$ cat src/rtl/fetch_unit_pkg.sv
// Shared constants and FSM encoding for the instruction-fetch front end.
// No logic; widths, the canonical NOP and fetch state encodings.
// Imported by fetch_unit.
package fetch_unit_pkg;

   localparam int DATA_BUS_BITS  = 64;
   localparam int INSTR_BUS_BITS = 32;

   // addi x0, x0, 0 : the bubble injected into IF/ID
   localparam logic [INSTR_BUS_BITS-1:0] INSTR_NOP = 32'h0000_0013;

   typedef enum logic [1:0] {
      FETCH_REQ  = 2'd0,
      FETCH_WAIT = 2'd1,
      FETCH_HOLD = 2'd2,
      FETCH_DROP = 2'd3
   } fetch_state_e;

endpackage

$ cat src/rtl/fetch_unit.sv
// Instruction fetch: owns the PC, issues one outstanding imem request, feeds IF/ID.
// Latency: request cycle + memory latency; deliver is combinational in the response cycle.
// Backpressure: stall_i parks a response in a one-entry skid buffer; redirect_i flushes with a NOP bubble.
module fetch_unit
   import fetch_unit_pkg::*;
#(
   parameter logic [DATA_BUS_BITS-1:0] RESET_PC = '0,
   parameter int DATA_W  = DATA_BUS_BITS,
   parameter int INSTR_W = INSTR_BUS_BITS
) (
   input  logic               clk,
   input  logic               reset,
   input  logic               stall_i,
   input  logic               redirect_i,
   input  logic [DATA_W-1:0]  redirect_pc_i,
   output logic               imem_req_o,
   output logic [DATA_W-1:0]  imem_addr_o,
   input  logic               imem_rvalid_i,
   input  logic [INSTR_W-1:0] imem_rdata_i,
   output logic [INSTR_W-1:0] instr_o,
   output logic [DATA_W-1:0]  pc_o,
   output logic [DATA_W-1:0]  pcplus4_o,
   output logic               ifid_we_o
);

   localparam logic [INSTR_W-1:0] NOP = INSTR_W'(INSTR_NOP);

   fetch_state_e       state_q, state_d;
   logic [DATA_W-1:0]  pc_q, pc_d;
   logic [INSTR_W-1:0] buf_q, buf_d;

   logic               req_c, we_c;
   logic [INSTR_W-1:0] instr_c;
   logic [DATA_W-1:0]  pc_c, pcplus4_c;

   logic [DATA_W-1:0]  pc_plus4;
   logic [DATA_W-1:0]  redirect_tgt;

   // Sequential wraps modulo 2^DATA_W; targets are forced word-aligned.
   assign pc_plus4     = pc_q + DATA_W'(4);
   assign redirect_tgt = {redirect_pc_i[DATA_W-1:2], 2'b00};

   // State, PC and skid buffer registers.
   always_ff @(posedge clk or negedge reset) begin
      if (!reset) begin
         state_q <= FETCH_REQ;
         pc_q    <= RESET_PC;
         buf_q   <= NOP;
      end else begin
         state_q <= state_d;
         pc_q    <= pc_d;
         buf_q   <= buf_d;
      end
   end

   // Next-state and IF/ID drive; redirect overrides stall and any response.
   always_comb begin
      state_d   = state_q;
      pc_d      = pc_q;
      buf_d     = buf_q;
      req_c     = 1'b0;
      we_c      = 1'b0;
      instr_c   = NOP;
      pc_c      = '0;
      pcplus4_c = '0;

      if (redirect_i) begin
         pc_d = redirect_tgt;
         we_c = 1'b1;
         case (state_q)
            // An unanswered request will still return; DROP swallows it.
            FETCH_WAIT: state_d = imem_rvalid_i ? FETCH_REQ : FETCH_DROP;
            FETCH_DROP: state_d = imem_rvalid_i ? FETCH_REQ : FETCH_DROP;
            default:    state_d = FETCH_REQ;
         endcase
      end else begin
         case (state_q)
            FETCH_REQ: begin
               req_c   = 1'b1;
               state_d = FETCH_WAIT;
            end
            FETCH_WAIT: begin
               if (imem_rvalid_i) begin
                  if (stall_i) begin
                     buf_d   = imem_rdata_i;
                     state_d = FETCH_HOLD;
                  end else begin
                     we_c      = 1'b1;
                     instr_c   = imem_rdata_i;
                     pc_c      = pc_q;
                     pcplus4_c = pc_plus4;
                     pc_d      = pc_plus4;
                     state_d   = FETCH_REQ;
                  end
               end
            end
            FETCH_HOLD: begin
               if (!stall_i) begin
                  we_c      = 1'b1;
                  instr_c   = buf_q;
                  pc_c      = pc_q;
                  pcplus4_c = pc_plus4;
                  pc_d      = pc_plus4;
                  state_d   = FETCH_REQ;
               end
            end
            FETCH_DROP: begin
               if (imem_rvalid_i) begin
                  state_d = FETCH_REQ;
               end
            end
            default: state_d = FETCH_REQ;
         endcase
      end
   end

   // Outputs held at their idle values while reset is asserted.
   assign imem_addr_o = pc_q;
   assign imem_req_o  = req_c & reset;
   assign ifid_we_o   = we_c & reset;
   assign instr_o     = reset ? instr_c   : NOP;
   assign pc_o        = reset ? pc_c      : '0;
   assign pcplus4_o   = reset ? pcplus4_c : '0;

endmodule

$ cat config.mk
export PLATFORM = sky130hd
export DESIGN_NAME = fetch_unit
export DESIGN_NICKNAME = d
export VERILOG_FILES = /design/src/rtl/fetch_unit_pkg.sv /design/src/rtl/fetch_unit.sv
export SDC_FILE = /design/constraint.sdc
export NUM_CORES = 1
export LEC_CHECK = 0
export ABC_AREA = 1
export CAP_MARGIN = 20
export CORE_UTILIZATION = 40
export CTS_CLUSTER_SIZE = 10
export DETAILED_ROUTE_END_ITERATION = 10
export PLACE_DENSITY = 0.8
export SLEW_MARGIN = 10
export SYNTH_ARGS = -nofsm -noshare
export SYNTH_HDL_FRONTEND = slang
export SYNTH_SLANG_ARGS = --single-unit
$ cat constraint.sdc
create_clock -name clk -period 3.62 [get_ports clk]
set_input_delay 0.724 -clock clk [delete_from_list [all_inputs] [get_ports clk]]
set_output_delay 0.724 -clock clk [all_outputs]
set_load 0.1 [all_outputs]
==> metrics <==
initial core utilization=41.1%; Syn Inst Count=about 1200; R2R Setup Slk=between 1000 and 1500 ps; Least-Margin Pin Slew=999 ps; Highest Signal Layer=met5; Iteration-0 DRC Markers=669; Synth Register Bits=between 90 and 100; internal power=3.89 mW; kind of critical path=register to primary output; worst hold margin=~500 ps; total CTS buffers=9; sequential share of power=22.1%; Seq/Total Area, Yosys=between 30% and 40%; Mapped Avg Cell Area=about 6.3 um2; Top delay family on crit path=buffers and inverters; PD cells=781 nW/um2; crit path to=instr_o[7]; CP startpoint=state_q[1]; vias in the first global route=slightly below 10000; Max-cap violations=0; Net Sw Frac=62.6%; Yosys top cell area share=~30%; largest net degree at the start of global routing=75; Async SR Flop Fraction=between 90% and 100%; Worst path max stage delay=410 ps; Slowest-stage cell, CP=clkinvlp_4; run status=finished clean; Crit. path cell count=8; VDD IR max=~0.38 mV; Data arrival, critical path=about 2800 ps; R2R Path Start=imem_addr_o[3]; floorplan core area=between 15000 and 20000 um2; WL met1=approximately 15000 um; Post-DP Area=roughly 13000 um2; initial antenna violation count=2; gr ovfl total=0; Max Slew Vio Count=0; vias per cell=approximately 5.6; GPL Wtd Cong=a little under 1; clk_skew=12.8 ps; commonest non-fill, non-tap cell in the layout=nand2_1; CTS tree=built; final design area excluding fillers=13300 um2; routed wl met3=about 3300 um; post-route core utilization=70.6%; Hold Violations, Final=0; nature of the critical path startpoint=register; first-pass GRT wire length=56400 um; Critical Path Sink Type=primary output; worst reg2reg path depth=9; DP HPWL=roughly 30000 um; WP data required=roughly 2900 ps; Syn. warnings=0; Unique masters post-synth=31; Post-DRT Antenna Nets=0; die area=around 20000 um2; Routed WL per cell=21.2 um; antenna cells=0; area grow syn2layout=71.7%; critical-path maximum fanout=12; DRT Wirelength=between 30000 and 40000 um; clock sinks=96; Root Buffer=clkbuf_16; row count=50; Final setup viols=0; Longest Clk Path Bufs=2; Clk Latency, worst-skew pair=~360 ps; Port Buffers=~320; period utilization=between 90% and 100%; clk slew on worst S/H paths=~80 ps; Clock Power Share=between 10% and 20%; Hold Buf Count CTS=0; Rel. slew slack=between 30% and 40%; CP Buf/Inv Count=4; Fin Setup TNS=0 ps; worst hold path type=register to register; NumNets Final=1628; Synth area leaders=dfrtp_1 (30%), nand2_1 (11%), nor2_1 (11%); layout cells sized above 1=roughly a quarter; Combinational Power Share=about 67%; Main synth FF type=dfrtp_1; I/O pin cnt=approximately 330; drt pass-1 iters=5; commonest non-fill, non-tap cells in the layout=nand2_1 (230), buf_12 (164), nor2_1 (160); leakage=5.59 nW; die width=about 140 um; reg-to-reg endpoint=imem_addr_o[56]; post-CTS setup buffer count=0; Chip Height=~140 um; fmax=between 200 and 300 MHz; DRC viols=0; All-Layer GR Usage=37.5%; Yosys top cell by area=dfrtp_1; # H-tree levels=3; Psw=6.50 mW; routed wl met2=~19000 um; RSZ-0062 raised after global routing=no; EDFF count, synth=0; worst-path cell chain=inv_1, ha_1, nand2_2, nor2_2, clkinvlp_4, buf_4, a21oi_1, buf_12; overall power=10.4 mW; crit path time final=about 3500 ps; Post-Syn Area=7740 um2; total number of vias=10000
[layer usage]
layer	GRT usage, %	vias to the layer above
li1	-	4641
met1	46.0	4775
met4	13.6	4
met2	63.8	526
met5	0	-
met3	9.04	69
[sequential cells by signal, indices dropped and copies added, names as in the netlist]
register / count
imem_addr_o: 62
buf_q: 32
state_q: 2
[synthesized netlist by cell type (6+ instances only)]
cell / count
nor2_2: 10
inv_1: 118
mux2_2: 32
ha_1: 6
nand2_2: 8
a22oi_1: 26
a21oi_1: 129
buf_2: 14
o21ai_1: 11
nor2_1: 219
clkbuf_1: 41
o21ai_0: 19
buf_1: 8
nand2_1: 233
nor3_1: 64
buf_4: 7
dfrtp_1: 93
nand4_1: 12
inv_2: 7
nand3_1: 151
[worst reg2reg max path, delay by kind of cell, from the launching register on]
kind                     cells  cell delay, ps
AO/OA/AOI/OAI                1             180
adder cells (fa/ha/maj)      1             310
AND/OR/NAND/NOR              7            1300
flip-flops                   1             490
[repair_timing]
action                     CTS  global route
hold endpoints to repair     0             0
setup endpoints to repair    0             2
gates resized for setup      0             4
[metrics by stage]
step	setup slack, ps	cells
3_5_place_dp	196	1769
4_1_cts	97.8	1785
5_1_grt	4.92	1786
3_3_place_gp	271	1769
6_report	100	1786
2_1_floorplan	-531	1235
[power by group through the flow]
| stage | registers (mW) | clock network [mW] | logic, mW |
|---|---|---|---|
| floorplan | 4.44 | 0 | 2.71 |
| global placement | 2.27 | 0 | 6.85 |
| detailed placement | 2.30 | 0 | 6.94 |
| CTS | 2.28 | 1.10 | 6.96 |
| global route | 2.36 | 1.13 | 7.34 |
| finish | 2.30 | 1.09 | 7.01 |
[logic make-up (layout without fill, tap and decap cells)]
logic type,after synthesis,after routing,synth area share [%]
fa+ha+maj,6,6,0.969
compound gates,194,194,13.7
buf+inv,195,486,10.0
mux,32,32,4.65
simple gates,706,706,39.6
flops,96,96,31.1
other cells,1,6,0.0484
[worst min path at each step]
stage / to / slack, ps / depth (start not counted) / startpoint
floorplan: buf_q[10] / 430 / 0 / reset
global placement: buf_q[28] / 490 / 1 / buf_q[28]
detailed placement: buf_q[26] / 490 / 1 / buf_q[26]
CTS: buf_q[26] / 510 / 1 / buf_q[26]
global route: buf_q[26] / 510 / 1 / buf_q[26]
finish: buf_q[26] / 510 / 1 / buf_q[26]
[layout make-up]
cell class	count	area, um2
repair buffers	344	4910
clock buffers	10	229
clock inverters	6	90.1
inverters	125	473
flip-flops and latches	96	2410
repair inverters	1	7.51
fillers	1489	5530
multi-input cells	944	4860
well taps	260	325
Note: power is estimated with default switching activity, not from simulation.
